===== src/rtl/divisor_relojes_param_pkg.sv =====
// Shared defaults for the parametrised clock divider: counter/select widths
// and the reset-time per-channel select (ch0 /8, ch1 /16, ch2 /32).
package divisor_relojes_param_pkg;
    localparam int N_CH_DEF  = 3;
    localparam int CNT_W_DEF = 5;
    localparam int SEL_W_DEF = 3;
    localparam logic [N_CH_DEF*SEL_W_DEF-1:0] DEF_SEL_DEF = {3'd4, 3'd3, 3'd2};
endpackage


===== src/rtl/divisor_relojes_param_canal.sv =====
// One divided-clock channel: pending/active select pair with clamp, bit mux
// on the shared counter and a registered rising-edge tick.
module canal_reloj #(
    parameter int                 CNT_W = 5,
    parameter int                 SEL_W = 3,
    parameter logic [SEL_W-1:0]   DEF   = '0
) (
    input  logic             clk32f,
    input  logic             rst,
    input  logic             en_i,
    input  logic             wrap_i,
    input  logic             sel_we_i,
    input  logic [SEL_W-1:0] div_sel_i,
    input  logic [CNT_W-1:0] cnt_nxt_i,
    output logic             clk_o,
    output logic             tick_o
);
    localparam logic [SEL_W-1:0] SEL_MAX = SEL_W'(CNT_W - 1);

    logic [SEL_W-1:0] act_q, act_d, pend_q, pend_d, sel_cl;
    logic [CNT_W-1:0] cnt_sh;
    logic             lvl, clk_q, clk_d, tick_q, tick_d;

    always_comb begin
        sel_cl = (div_sel_i > SEL_MAX) ? SEL_MAX : div_sel_i;
        pend_d = sel_we_i ? sel_cl : pend_q;
        act_d  = act_q;
        // A write landing on the wrap cycle bypasses the pending register
        if (wrap_i)
            act_d = sel_we_i ? sel_cl : pend_q;
        cnt_sh = cnt_nxt_i >> act_d;
        lvl    = cnt_sh[0];
        clk_d  = en_i ? lvl : clk_q;
        tick_d = en_i & lvl & ~clk_q;
    end

    always_ff @(posedge clk32f) begin
        if (rst) begin
            act_q  <= DEF;
            pend_q <= DEF;
            clk_q  <= 1'b0;
            tick_q <= 1'b0;
        end else begin
            act_q  <= act_d;
            pend_q <= pend_d;
            clk_q  <= clk_d;
            tick_q <= tick_d;
        end
    end

    assign clk_o  = clk_q;
    assign tick_o = tick_q;
endmodule


===== src/rtl/divisor_relojes_param.sv =====
// Parametrised power-of-two clock divider: one shared free-running counter,
// N_CH channels whose ratio changes are applied only at the counter wrap.
module divisor_relojes_param
    import divisor_relojes_param_pkg::*;
#(
    parameter int                        N_CH    = N_CH_DEF,
    parameter int                        CNT_W   = CNT_W_DEF,
    parameter int                        SEL_W   = SEL_W_DEF,
    parameter logic [N_CH*SEL_W-1:0]     DEF_SEL = DEF_SEL_DEF
) (
    input  logic                  clk32f,
    input  logic                  rst,
    input  logic                  en,
    input  logic                  sel_we,
    input  logic [N_CH*SEL_W-1:0] div_sel,
    output logic [N_CH-1:0]       clk_out,
    output logic [N_CH-1:0]       tick,
    output logic                  sel_pend,
    output logic                  locked
);
    logic [CNT_W-1:0] cnt_q, cnt_d;
    logic             wrap;
    logic             sel_pend_q, sel_pend_d, locked_q, locked_d;

    always_comb begin
        cnt_d      = en ? cnt_q + CNT_W'(1) : cnt_q;
        wrap       = en & (&cnt_q);
        sel_pend_d = sel_pend_q;
        if (wrap)
            sel_pend_d = 1'b0;
        else if (sel_we)
            sel_pend_d = 1'b1;
        locked_d   = locked_q | wrap;
    end

    always_ff @(posedge clk32f) begin
        if (rst) begin
            cnt_q      <= '0;
            sel_pend_q <= 1'b0;
            locked_q   <= 1'b0;
        end else begin
            cnt_q      <= cnt_d;
            sel_pend_q <= sel_pend_d;
            locked_q   <= locked_d;
        end
    end

    for (genvar i = 0; i < N_CH; i++) begin : g_ch
        canal_reloj #(
            .CNT_W (CNT_W),
            .SEL_W (SEL_W),
            .DEF   (DEF_SEL[i*SEL_W +: SEL_W])
        ) u_ch (
            .clk32f    (clk32f),
            .rst       (rst),
            .en_i      (en),
            .wrap_i    (wrap),
            .sel_we_i  (sel_we),
            .div_sel_i (div_sel[i*SEL_W +: SEL_W]),
            .cnt_nxt_i (cnt_d),
            .clk_o     (clk_out[i]),
            .tick_o    (tick[i])
        );
    end

    assign sel_pend = sel_pend_q;
    assign locked   = locked_q;
endmodule

===== config.mk =====
export PLATFORM = sky130hd
export DESIGN_NAME = divisor_relojes_param
export DESIGN_NICKNAME = d
export VERILOG_FILES = /design/src/rtl/divisor_relojes_param_pkg.sv /design/src/rtl/divisor_relojes_param_canal.sv /design/src/rtl/divisor_relojes_param.sv
export SDC_FILE = /design/constraint.sdc
export NUM_CORES = 1
export LEC_CHECK = 0
export ABC_AREA = 1
export ABC_CLOCK_PERIOD_IN_PS = 1700
export BUFFER_PORTS_ARGS = -buffer_cell sky130_fd_sc_hd__buf_2
export CAP_MARGIN = 20
export CORE_ASPECT_RATIO = 1.1
export CORE_MARGIN = 1.5
export CORE_UTILIZATION = 32
export CTS_CLUSTER_SIZE = 25
export DETAILED_ROUTE_END_ITERATION = 12
export SETUP_SLACK_MARGIN = 0.05
export SLEW_MARGIN = 20
export SYNTH_ARGS = -nofsm -noshare
export SYNTH_HDL_FRONTEND = slang
export SYNTH_SLANG_ARGS = --single-unit

===== constraint.sdc =====
create_clock -name clk32f -period 1.7 [get_ports clk32f]
set_input_delay 0.17 -clock clk32f [delete_from_list [all_inputs] [get_ports clk32f]]
set_output_delay 0.17 -clock clk32f [all_outputs]
set_load 0.05 [all_outputs]

; After elaboration in Yosys (flattened, before gate mapping)
; Index checks and enable logic that the tools add are counted.
[totals]
elab_cells = 45
memories = 0
output_inout_bits = 8
ramBits = 0
register_bits = 31
latchBits = 0
rom_bits = 0
[op_classes]
n_div = 0
n_reduce_logical = 2
mux = 10
shift = 3
eq_ne = 0
n_lt_le_gt_ge = 3
mul = 0
n_addsub = 1
bitwise = 11
[ops]
columns = operator, count
row1 = 3-bit two-way mux, 9
row2 = 5-bit by 3-bit right shift with 1-bit output, 3
row3 = 3-bit > comparator (second input constant), 3
row4 = 1-bit bitwise AND, 7
row5 = 5-bit by 1-bit adder with 5-bit output (second input constant), 1
row6 = 5-bit two-way mux, 1
row7 = 5-bit AND reduction, 1
row8 = 1-bit inverter, 3
row9 = 2-bit OR reduction, 1
row10 = 1-bit OR, 1

; Logic depth before layout (Yosys ltp)
[depth]
depth_word = 7
mapped_depth = 13
ltp_nobuf = 12

; Hierarchy
; From an unflattened synthesis, not the netlist that was laid out.
[hier_totals]
cells_unflattened = 189
area_unflattened_um2 = 1451.4
[modules_own_cells]
columns = module, instances, cells_per_inst, area_per_inst_um2
row1 = canal_reloj at g_ch[2].u_ch, 1, 50, 384.1
row2 = canal_reloj at g_ch[0].u_ch, 1, 49, 380.4
row3 = canal_reloj at g_ch[1].u_ch, 1, 49, 375.4
row4 = divisor_relojes_param, 1, 41, 311.5

; Worst setup path after synthesis
; Ideal clock, no wire load.
[synth_timing]
kind = register to register
startpoint = reg cnt_q[0]
endpoint = reg g_ch[0].u_ch.clk_q
t_arrival_ns = 1.598
slack_ns = -0.013
stages_incl_launch_ff = 13
synth_period_minus_slack_ns = 1.713
n_path_buf = 1
required_ns = 1.585
path_cell_list = dfxtp_1 ha_1 and3_1 ha_1 nand2_4 buf_4 nand2_1 nand2_1 nand2_1 nand3_1 nand3_1 nand2_1 nand2_1
[synth_via]
elab_chain_len = 4
[synth_rtl]
columns = item, line
row1 = "start, declared", divisor_relojes_param.sv:21  ; logic [CNT_W-1:0] cnt_q, cnt_d;
row2 = "start signal, assigned", divisor_relojes_param.sv:42  ; cnt_q <= cnt_d;
row3 = "parallel branches: the longest is 3 deep, another holds 5-bit by 1-bit adder with 5-bit output", n/a
row4 = 5-bit by 3-bit right shift with 1-bit output (*), divisor_relojes_param_canal.sv:31  ; cnt_sh = cnt_nxt_i >> act_d;
row5 = "end signal, assigned", divisor_relojes_param_canal.sv:46  ; clk_q <= clk_d;
row6 = "end, declared", divisor_relojes_param_canal.sv:22  ; logic lvl, clk_q, clk_d, tick_q, tick_d;
; Every way passes the cells marked *.
; A chain may end at the register's enable or synchronous reset.

; Worst setup path in the final report
[layout_timing]
startpoint = reg cnt_q[0]
endpoint = reg g_ch[2].u_ch.tick_q
[layout_via]
elab_chain_len = 6
[layout_rtl]
columns = item, line
row1 = "parallel branches: the longest is 3 deep, another holds 5-bit by 1-bit adder with 5-bit output", n/a
row2 = 5-bit by 3-bit right shift with 1-bit output (*), divisor_relojes_param_canal.sv:31
row3 = 1-bit bitwise AND (*) (2 in series), divisor_relojes_param_canal.sv:34  ; tick_d = en_i & lvl & ~clk_q;
row4 = "end signal, assigned", divisor_relojes_param_canal.sv:47  ; tick_q <= tick_d;
row5 = "end, declared", divisor_relojes_param_canal.sv:22
; Marked as above.

==> results.toml <==
[floorplanning]
initial_core_util = 0.3387
rows = 25
die_h_um = 74.15
pin_count = 21
dieArea_mm2 = 0.005018
die_x_um = 67.68
core_area_mm2 = 0.004348

[routing]
viasPerCell = 4.493
drc = 0
drt_iter0_markers = 35
drt_wl_total_um = 3399
vias = 1312
ant_nets = 0
dr.pass1.iters = 4
wire_per_inst_um = 11.64

[yosys]
synth_area_leader_cell = "dfxtp_1"
synth_area_leaders = "dfxtp_1, nand2_1, nand3_1"
syn_inst = 202
ys_ff_latch = 31
avgSynthCellArea_um2 = 7.290
syn-cell-area_mm2 = 0.001473
synthDistinctLibCells = 26
synth_top_area_share = 0.4214
yosys_warnings = 0
syn_nets = 217
synth.yosys.seq_area_share = 0.4214

[critical_path]
rr_worst_depth = 11
end_kind = "flip-flop"
setup.worst_path.class = "flip-flop to flip-flop"
start_kind = "flip-flop"
rrSetupSlack_ps = -70
critPathArrivalTime_ps = 1990
reg2reg_to = "g_ch[2].u_ch.tick_o"
endpoint = "g_ch[2].u_ch.tick_o"
rr_startpoint = "cnt_q[0]"
critPathLaunch = "cnt_q[0]"
worst-path-max-fanout = 7
cp.required_ps = 1920

[global_route]
grt_pass1_vias = 1188
globalRouteOverflowTotal = 0
grt_max_degree = 18
grt_first_pass_wirelength_um = 5409
antenna_found_initial = 0
grt_use_total = 0.1459

[timing]
grt_setup_unrepaired = "true"
fin_ws_ps = -67.02
timing.fmax_mhz = 565.9
setup_viol = 6
timing.final.hold_violations = 0
slew_viol_final = 0
fin_crit_ps = 1767
clock_skew_ps = 2.210
relSlewSlack = 0.6229
period_share = 1.039
worst_pin_slew_ps = 559.7
hold_slack_ps = 183.0

[placement]
placed_cells = 276
dp_hpwl_um = 2244
port_buffers = 20
globalplace.congestion = 0.8462
place_ws_ps = -102.4

[power_and_ir_drop]
powerDensity_mw_per_mm2 = 755.5
finalPower_mw = 1.439
ir_drop_mv = 0.3448
p_leak_nw = 0.8946

[clock_tree]
cts_root_buf = "clkbuf_8"
clk_pin_slew_worst_paths_ps = 60
cts_tree = "yes"
clock_path_buffers = 2
ctsHoldBuffers = 0
clk_latency_ps = 280
cts_inserted_buffers = 5
cts.sink_count = 31
htreeDepth = 2

[cells_and_area]
utilization = 0.4380
area_growth_pct = 29.31
antenna_cells = 0
nets = 252
stdcell_count = 292
n_fill_cell = 433
multi_input_area_um2 = 792.0
seq_area_um2 = 623.1
drive_gt1_frac = 0.3571

[run_status]
status = "finished, violations left"
failed_checks = "setup timing"

[job]
max_cap_viol_count = 0

[min_path]
hold_class = "input pin to flip-flop"
==> worst max-delay path: stages, from the launching register on <==
cell,delay [ps]
dfxtp_2,330
ha_4,160
and3_4,180
ha_4,170
nand2_8,100
inv_8,50
or2_4,230
nand2_4,80
nand3_2,60
a21oi_2,170
nand2_2,90
nor2_2,70
==> worst min-delay path by stage <==
stage	from	to	cells after the start
after global placement	g_ch[2].u_ch.clk_o	g_ch[2].u_ch.tick_o	1
final	div_sel[1]	g_ch[0].u_ch.pend_q[1]	3
after floorplan	div_sel[8]	g_ch[2].u_ch.pend_q[2]	2
after detailed placement	g_ch[2].u_ch.clk_o	g_ch[2].u_ch.tick_o	1
after global routing	div_sel[1]	g_ch[0].u_ch.pend_q[1]	3
after CTS	div_sel[4]	g_ch[1].u_ch.pend_q[1]	3
==> flip-flops by register name (all words and copies together), names as in the netlist <==
signal and flops:
locked 1, g_ch.u_ch.tick_o 3, sel_pend 1, g_ch.u_ch.act_q 9, g_ch.u_ch.clk_o 3, cnt_q 5, g_ch.u_ch.pend_q 9
==> where the power goes <==
part           switching (mW)  total [mW]  internal (mW)
Combinational          0.0872       0.135         0.0475
Clock                   0.260       0.546          0.287
Sequential            0.00937       0.758          0.748
==> routing by layer <==
metal | part of all wire | GRT usage
met5 | 0 | 0
met4 | 0.024 | 0.04989
met3 | 0.041 | 0.04992
met2 | 0.49 | 0.2407
met1 | 0.44 | 0.1765
==> cell families after synthesis <==
logic type,Yosys count,share of synthesized area
simple gates,120,0.3738
flops,31,0.4214
buf+inv,31,0.1198
xor+xnor,2,0.01190
fa+ha+maj,2,0.01699
compound gates,16,0.05608
==> layout make-up <==
type                    count  area share
multi-input cells         140      0.4159
flip-flops and latches     31      0.3272
repair buffers             39      0.1314
inverters                  19     0.04139
clock buffers               7     0.04008
well taps                  54     0.03548
repair inverters            1    0.005913
clock inverters             1    0.002628
==> cells in the final DEF, fill, tap and decap left out, types with 2 or more instances in the layout <==
master,synthesis,layout
a21oi_1,6,3
nand3_2,2,8
dfxtp_1,31,29
o21ai_1,0,3
or2_4,1,2
nor2_1,20,20
buf_4,8,17
nor2_2,3,3
clkbuf_1,1,2
nand3_1,27,21
ha_4,0,2
clkbuf_8,0,5
o21ai_0,9,5
nand2_4,2,2
nand2_1,59,49
nand2_2,2,11
inv_8,0,2
buf_2,1,20
inv_1,17,16
buf_6,1,2
a21oi_2,0,3
dfxtp_2,0,2
==> timing repair <==
action | in CTS | in global routing
endpoints found under the setup margin | 7 | 9
gates resized for setup | 18 | 17
pin swaps | 14 | 10
gates cloned | 1 | 0
setup buffers | 8 | 1
==> metrics by stage <==
step           TNS, ps  area (um^2)
3_5_place_dp    -406.8         1643
4_1_cts         -211.0         1854
2_1_floorplan        0         1485
6_report        -318.7         1904
5_1_grt         -797.5         1904
3_3_place_gp    -242.7         1643
==> synthesized netlist by cell type <==
| cell | count |
|---|---|
| clkbuf_1 | 1 |
| inv_1 | 17 |
| dfxtp_1 | 31 |
| inv_6 | 1 |
| buf_12 | 1 |
| ha_1 | 2 |
| o21bai_1 | 1 |
| nand3_1 | 27 |
| buf_4 | 8 |
| a21oi_1 | 6 |
| nand3_4 | 1 |
| o21ai_0 | 9 |
| nand3_2 | 2 |
| or2_4 | 1 |
| nand2_2 | 2 |
| xnor2_1 | 1 |
| or2_1 | 2 |
| xor2_1 | 1 |
| nand2_1 | 59 |
| buf_6 | 1 |
| nor2_2 | 3 |
| nor2_1 | 20 |
| buf_2 | 1 |
| clkinv_1 | 1 |
| nand2_4 | 2 |
| and3_1 | 1 |
Note: power is estimated with default switching activity, not from simulation.
